`src/rtl/z16_io_pkg.sv`:
```
// rtl/z16_io_pkg.sv - shared Z16 board I/O constants and types
package z16_io_pkg;

    localparam int Z16_CLK_HZ        = 27_000_000;
    localparam int Z16_DEBOUNCE_10MS = 270_000;

    typedef enum logic {
        FILT_STABLE   = 1'b0,
        FILT_COUNTING = 1'b1
    } filt_state_e;

endpackage

```
`src/rtl/z16_button_debounce_if.sv`:
```
// rtl/z16_button_debounce_if.sv - button conditioning signals between board and debouncer
interface z16_button_debounce_if;

    logic       i_button;
    logic       i_ack;
    logic       o_level;
    logic       o_press;
    logic       o_release;
    logic       o_pending;
    logic [7:0] o_press_count;

    modport master (
        output i_button, i_ack,
        input  o_level, o_press, o_release, o_pending, o_press_count
    );

    modport slave (
        input  i_button, i_ack,
        output o_level, o_press, o_release, o_pending, o_press_count
    );

endinterface

```
`src/rtl/z16_sync2.sv`:
```
// rtl/z16_sync2.sv - two-flop synchroniser with asynchronous active-high reset
module z16_sync2 (
    input  logic i_clk,
    input  logic i_rst,
    input  logic i_d,
    output logic o_q
);

    logic s1;

    always_ff @(posedge i_clk or posedge i_rst) begin
        if (i_rst) begin
            s1  <= 1'b0;
            o_q <= 1'b0;
        end else begin
            s1  <= i_d;
            o_q <= s1;
        end
    end

endmodule

```
`src/rtl/z16_button_debounce.sv`:
```
// rtl/z16_button_debounce.sv - push button synchroniser, stable-count debouncer, pulses and sticky press flag
module z16_button_debounce
    import z16_io_pkg::*;
#(
    parameter int DEBOUNCE_CYCLES = Z16_DEBOUNCE_10MS,
    parameter int CNT_W           = 19
) (
    input  logic i_clk,
    input  logic i_rst,
    z16_button_debounce_if.slave btn
);

    localparam logic [CNT_W-1:0] CNT_LAST = CNT_W'(DEBOUNCE_CYCLES - 1);

    logic             s2;
    logic [CNT_W-1:0] cnt_q, cnt_nxt;
    logic             level_q, level_nxt;
    logic             press_q, press_nxt;
    logic             release_q, release_nxt;
    logic             pending_q, pending_nxt;
    logic [7:0]       press_count_q, press_count_nxt;
    filt_state_e      filt_state;

    z16_sync2 u_sync (
        .i_clk (i_clk),
        .i_rst (i_rst),
        .i_d   (btn.i_button),
        .o_q   (s2)
    );

    always_ff @(posedge i_clk or posedge i_rst) begin
        if (i_rst) begin
            cnt_q         <= '0;
            level_q       <= 1'b0;
            press_q       <= 1'b0;
            release_q     <= 1'b0;
            pending_q     <= 1'b0;
            press_count_q <= 8'd0;
        end else begin
            cnt_q         <= cnt_nxt;
            level_q       <= level_nxt;
            press_q       <= press_nxt;
            release_q     <= release_nxt;
            pending_q     <= pending_nxt;
            press_count_q <= press_count_nxt;
        end
    end

    // The filter state is implied by whether the synchronised input disagrees with the level.
    always_comb begin
        cnt_nxt     = cnt_q;
        level_nxt   = level_q;
        press_nxt   = 1'b0;
        release_nxt = 1'b0;
        filt_state  = (s2 == level_q) ? FILT_STABLE : FILT_COUNTING;

        case (filt_state)
            FILT_STABLE: cnt_nxt = '0;
            FILT_COUNTING: begin
                if (cnt_q == CNT_LAST) begin
                    level_nxt   = s2;
                    cnt_nxt     = '0;
                    press_nxt   = s2;
                    release_nxt = ~s2;
                end else begin
                    cnt_nxt = cnt_q + CNT_W'(1);
                end
            end
            default: cnt_nxt = '0;
        endcase

        // A press landing together with an acknowledge must not be lost.
        if (press_nxt) begin
            pending_nxt = 1'b1;
        end else if (btn.i_ack) begin
            pending_nxt = 1'b0;
        end else begin
            pending_nxt = pending_q;
        end

        press_count_nxt = press_nxt ? press_count_q + 8'd1 : press_count_q;
    end

    assign btn.o_level       = level_q;
    assign btn.o_press       = press_q;
    assign btn.o_release     = release_q;
    assign btn.o_pending     = pending_q;
    assign btn.o_press_count = press_count_q;

endmodule

```
`src/flat_wrapper.sv`:
```
// flat-port wrapper written by rule: the top's interface ports become plain ports
module z16_button_debounce_flat import z16_io_pkg::*;
#(
    parameter int DEBOUNCE_CYCLES = Z16_DEBOUNCE_10MS,
    parameter int CNT_W           = 19
)
  (i_clk, i_rst, btn_i_button, btn_i_ack, btn_o_level, btn_o_press, btn_o_release, btn_o_pending, btn_o_press_count);
  z16_button_debounce_if btn_i ();
  input  logic i_clk;
  input  logic i_rst;
  input wire logic [$bits(btn_i.i_button)-1:0] btn_i_button;
  input wire logic [$bits(btn_i.i_ack)-1:0] btn_i_ack;
  output wire logic [$bits(btn_i.o_level)-1:0] btn_o_level;
  output wire logic [$bits(btn_i.o_press)-1:0] btn_o_press;
  output wire logic [$bits(btn_i.o_release)-1:0] btn_o_release;
  output wire logic [$bits(btn_i.o_pending)-1:0] btn_o_pending;
  output wire logic [$bits(btn_i.o_press_count)-1:0] btn_o_press_count;
  assign btn_i.i_button = btn_i_button;
  assign btn_i.i_ack = btn_i_ack;
  assign btn_o_level = btn_i.o_level;
  assign btn_o_press = btn_i.o_press;
  assign btn_o_release = btn_i.o_release;
  assign btn_o_pending = btn_i.o_pending;
  assign btn_o_press_count = btn_i.o_press_count;
  z16_button_debounce #(.DEBOUNCE_CYCLES(DEBOUNCE_CYCLES), .CNT_W(CNT_W)) u_core (.i_clk(i_clk), .i_rst(i_rst), .btn(btn_i));
endmodule
```
`config.mk`:
```
export PLATFORM = sky130hd
export DESIGN_NAME = z16_button_debounce_flat
export DESIGN_NICKNAME = d
export VERILOG_FILES = /design/src/rtl/z16_io_pkg.sv /design/src/rtl/z16_button_debounce_if.sv /design/src/rtl/z16_sync2.sv /design/src/rtl/z16_button_debounce.sv /design/src/flat_wrapper.sv
export SDC_FILE = /design/constraint.sdc
export NUM_CORES = 1
export LEC_CHECK = 0
export CORE_MARGIN = 2
export CORE_UTILIZATION = 30
export DETAILED_ROUTE_END_ITERATION = 8
export SYNTH_ARGS = -nofsm -noshare
export SYNTH_HDL_FRONTEND = slang
export SYNTH_SLANG_ARGS = --single-unit
```
`constraint.sdc`:
```
create_clock -name i_clk -period 1.7 [get_ports i_clk]
set_clock_uncertainty 0.05 [all_clocks]
set_input_delay 0.255 -clock i_clk [delete_from_list [all_inputs] [get_ports i_clk]]
set_output_delay 0.255 -clock i_clk [all_outputs]
set_load 0.02 [all_outputs]
```
==> out/summary.txt <==
SYNTH
--------------------------------------------------------------------------------------------------
Register bit total from synthesis ...................................................           33
Post-synth net total ................................................................          148
Ranking of synthesized cells by instance count ...................................... 33 x sky130_fd_sc_hd__dfrtp_1, 16 x sky130_fd_sc_hd__xor2_1, 15 x sky130_fd_sc_hd__nor2_1, 8 x sky130_fd_sc_hd__nand3_1
Share of flip-flops with an asynchronous set or reset after synthesis ...............         100%
Area share of the largest cell type after synthesis .................................        53.7%
Library cells used by synthesis .....................................................           29
Yosys top cell by area .............................................................. sky130_fd_sc_hd__dfrtp_1
Top post-synthesis cells by area .................................................... sky130_fd_sc_hd__dfrtp_1 54%, sky130_fd_sc_hd__xor2_1 9.1%, sky130_fd_sc_hd__nor2_1 3.7%
Synthesized area ....................................................................  0.00154 mm2
Sequential cell area fraction in the yosys report ...................................        53.7%
Most common cell in the netlist ..................................................... sky130_fd_sc_hd__dfrtp_1
Total number of yosys warnings ......................................................            0
EDFF count, synth ...................................................................            0
Most common flop cell mapped by yosys ............................................... sky130_fd_sc_hd__dfrtp_1
Post-Synthesis Mean Instance Area ...................................................     10.8 um2
Cell count after synthesis ..........................................................          142

ROUTE
--------------------------------------------------------------------------------------------------
Post-route DRC ......................................................................            0
Average detailed-routed wire length per instance ....................................      12.2 um
Drt first-iter violations ...........................................................           65
Routed Antenna Nets .................................................................            0
Detailed Route WL ...................................................................      3160 um
Number of optimization iterations in the first detailed-route pass ..................            4
Average vias per placed instance ....................................................         4.70
Overall via count from detail_route .................................................         1217

FLOORPLAN
--------------------------------------------------------------------------------------------------
Die outline width ...................................................................      75.6 um
Core Area ...........................................................................  0.00504 mm2
Initial cell density of the core ....................................................        30.5%
Floorplan row count .................................................................           26
Total I/O pin count .................................................................           16
Floorplan die height ................................................................      75.6 um
Full die area .......................................................................  0.00572 mm2

CTS
--------------------------------------------------------------------------------------------------
Root Driver ......................................................................... sky130_fd_sc_hd__clkbuf_8
Post-CTS Hold Fix Bufs ..............................................................            0
Clock buffer count from CTS .........................................................            5
Clock transition time at the flip-flop clock pins of the worst setup and hold paths .      0.07 ns
Post-CTS setup repair buffer count ..................................................            0
Bufs on Longest Clock Path ..........................................................            2
TritonCTS clock tree ................................................................         done
Maximum level of the CTS H-tree .....................................................            2
Number of sinks handled by clock tree synthesis .....................................           33
Clk_lat worst skew ..................................................................      0.29 ns

CELLS AND AREA
--------------------------------------------------------------------------------------------------
Signed area change from the synthesized netlist to the final layout .................        42.4%
Share of the core filled with cells .................................................        43.5%
Total Nets Final ....................................................................          194
Area occupied by registers ..........................................................      826 um2
Number of non-filler instances in the completed layout ..............................          259
Area of all placed cells without fillers ............................................  0.00219 mm2
Fill cell total of the finished layout ..............................................          496
Area occupied by multi-input gates ..................................................      742 um2
Share of cells above drive strength 1 ...............................................        31.2%
N_diodes ............................................................................            0

STA
--------------------------------------------------------------------------------------------------
Final Max Tran Viols ................................................................            0
Tightest Pin Transition .............................................................     0.419 ns
Setup slack of the critical path after layout .......................................    0.0534 ns
Number of endpoints with negative hold slack in the final report ....................            0
Achievable frequency ................................................................      607 MHz
Final setup fails ...................................................................            0
Unrepaired setup endpoints after global routing .....................................          yes
Worst hold slack after final layout .................................................     0.301 ns
Remaining max-slew budget at the tightest pin .......................................        72.0%
Crit share post-route ...............................................................        96.9%
Post-route minimum period ...........................................................      1.65 ns

PLACE
--------------------------------------------------------------------------------------------------
Cell count after placement ..........................................................          251
Pre-CTS WS ..........................................................................   -0.0751 ns
# port buffers ......................................................................           15
GP Congestion .......................................................................        0.713
Half-perimeter wire length after detailed placement .................................      2090 um
Post-placement cell area ............................................................  0.00199 mm2

GLOBAL ROUTING
--------------------------------------------------------------------------------------------------
Number of global-route vias before repair ...........................................         1148
GRT Util Overall ....................................................................        12.4%
Overflow after GRT ..................................................................            0
Initial antenna violation count .....................................................            0
Global-route wire length before repair ..............................................      5170 um
Largest net degree at the start of global routing ...................................           34

SETUP PATH
--------------------------------------------------------------------------------------------------
Top delay family on crit path ....................................................... simple AND/OR/NAND/NOR gates
Endpoint kind of the worst setup timing path ........................................         flop
Setup Crit Path Kind ................................................................ flop to flop
Master of the slowest instance on the critical path ................................. sky130_fd_sc_hd__dfrtp_1
WP data required ....................................................................      1.83 ns
CP bufs+invs ........................................................................            1
Ordered list of cells on the worst path ............................................. ha_2 -> and3_4 -> nand3_2 -> buf_6 -> nor2_1 -> mux2_2
Largest driver fanout on the critical path ..........................................           11
Arrival time of the worst setup path ................................................      1.77 ns
Maximum single-stage delay on the critical path .....................................      0.37 ns
Critical Path Source Type ...........................................................         flop

JOB
--------------------------------------------------------------------------------------------------
Count of maximum capacitance violations .............................................            0

RUN STATUS
--------------------------------------------------------------------------------------------------
Status .............................................................................. finished clean

POWER
--------------------------------------------------------------------------------------------------
Maximum resistive drop on vdd .......................................................       563 uV
Pwr dens ............................................................................   743 mW/mm2
Static leakage power ................................................................      1.03 nW

MIN PATH
--------------------------------------------------------------------------------------------------
Class of the worst hold path ........................................................ primary input to async pin

state kept, by name, summed over array words and instances, names as in the netlist:
register                  flops
u_core.btn.o_pending          1
u_core.btn.o_level            1
u_core.btn.o_press            1
u_core.cnt_q                 19
u_core.u_sync.s1              1
u_core.btn.o_press_count      8
u_core.btn.o_release          1
u_core.u_sync.o_q             1
final timing paths:
check                      depth (start not counted)                  to  slack [ns]              from
min in group i_clk                                 0   u_core.u_sync.o_q        0.30  u_core.u_sync.s1
hold reg to reg                                    0   u_core.u_sync.o_q        0.30  u_core.u_sync.s1
setup / recovery                                   6  u_core.btn.o_level        0.05   u_core.cnt_q[1]
hold / removal                                     3     u_core.cnt_q[0]        0.30             i_rst
setup reg to reg                                   6  u_core.btn.o_level        0.05   u_core.cnt_q[1]
max in group asynchronous                          3     u_core.cnt_q[9]        0.99             i_rst
cells in the final DEF, fill, tap and decap left out, types with 3 or more instances in the layout:
cell and instances:
sky130_fd_sc_hd__nand4_1 7, sky130_fd_sc_hd__dlymetal6s2s_1 4, sky130_fd_sc_hd__buf_4 27, sky130_fd_sc_hd__nand2_1 7, sky130_fd_sc_hd__inv_1 6, sky130_fd_sc_hd__o31ai_1 4
sky130_fd_sc_hd__dfrtp_1 33, sky130_fd_sc_hd__clkbuf_8 6, sky130_fd_sc_hd__clkdlybuf4s50_1 11, sky130_fd_sc_hd__xor2_1 16, sky130_fd_sc_hd__nand3_1 7, sky130_fd_sc_hd__nor3_1 4
sky130_fd_sc_hd__a21oi_1 4, sky130_fd_sc_hd__xnor2_1 3, sky130_fd_sc_hd__nor2_1 14
worst reg2reg max path: stages (launching register included):
cell and delay, ns:
sky130_fd_sc_hd__dfrtp_1 0.37, sky130_fd_sc_hd__ha_2 0.18, sky130_fd_sc_hd__and3_4 0.23, sky130_fd_sc_hd__nand3_2 0.09, sky130_fd_sc_hd__buf_6 0.17, sky130_fd_sc_hd__nor2_1 0.11, sky130_fd_sc_hd__mux2_2 0.33
through the flow:
step	total power [W]	TNS, ns
2_1_floorplan	0.000841	0
3_3_place_gp	0.000870	-0.128
3_5_place_dp	0.000871	-0.439
4_1_cts	0.00165	0
5_1_grt	0.00170	-0.198
6_report	0.00163	0
per-layer routing:
layer | part of all wire [%] | up-vias | GRT usage, %
met2 | 47 | 22 | 19.0
met4 | 2.2 | 0 | 7.02
met1 | 47 | 593 | 15.5
met3 | 3.9 | 7 | 3.57
li1 | - | 595 | -
met5 | 0 | - | 0
power by group:
group,switching [W],internal [W]
Combinational,0.0000314,0.0000237
Clock,0.000297,0.000476
Sequential,0.00000649,0.000793
layout make-up:
type | instances | share of cell area (%)
inverters | 6 | 1.03
flip-flops and latches | 33 | 37.7
clock buffers | 6 | 3.77
multi-input cells | 98 | 33.8
clock inverters | 2 | 1.71
well taps | 70 | 4.00
repair buffers | 44 | 18.0
timing repair:
item / CTS / global route
pin swaps: 0 / 1
setup endpoints to repair: 24 / 27
gates resized for setup: 5 / 17
kinds of logic after synthesis:
family,after synthesis,synth area share [%]
AND/OR/NAND/NOR,61,23.3
flip-flops,33,53.7
XOR/XNOR,19,10.8
AO/OA/AOI/OAI,14,5.53
buffers and inverters,11,3.58
multiplexers,2,1.46
adder cells (fa/ha/maj),2,1.63
(Power assumes the default switching activity.)
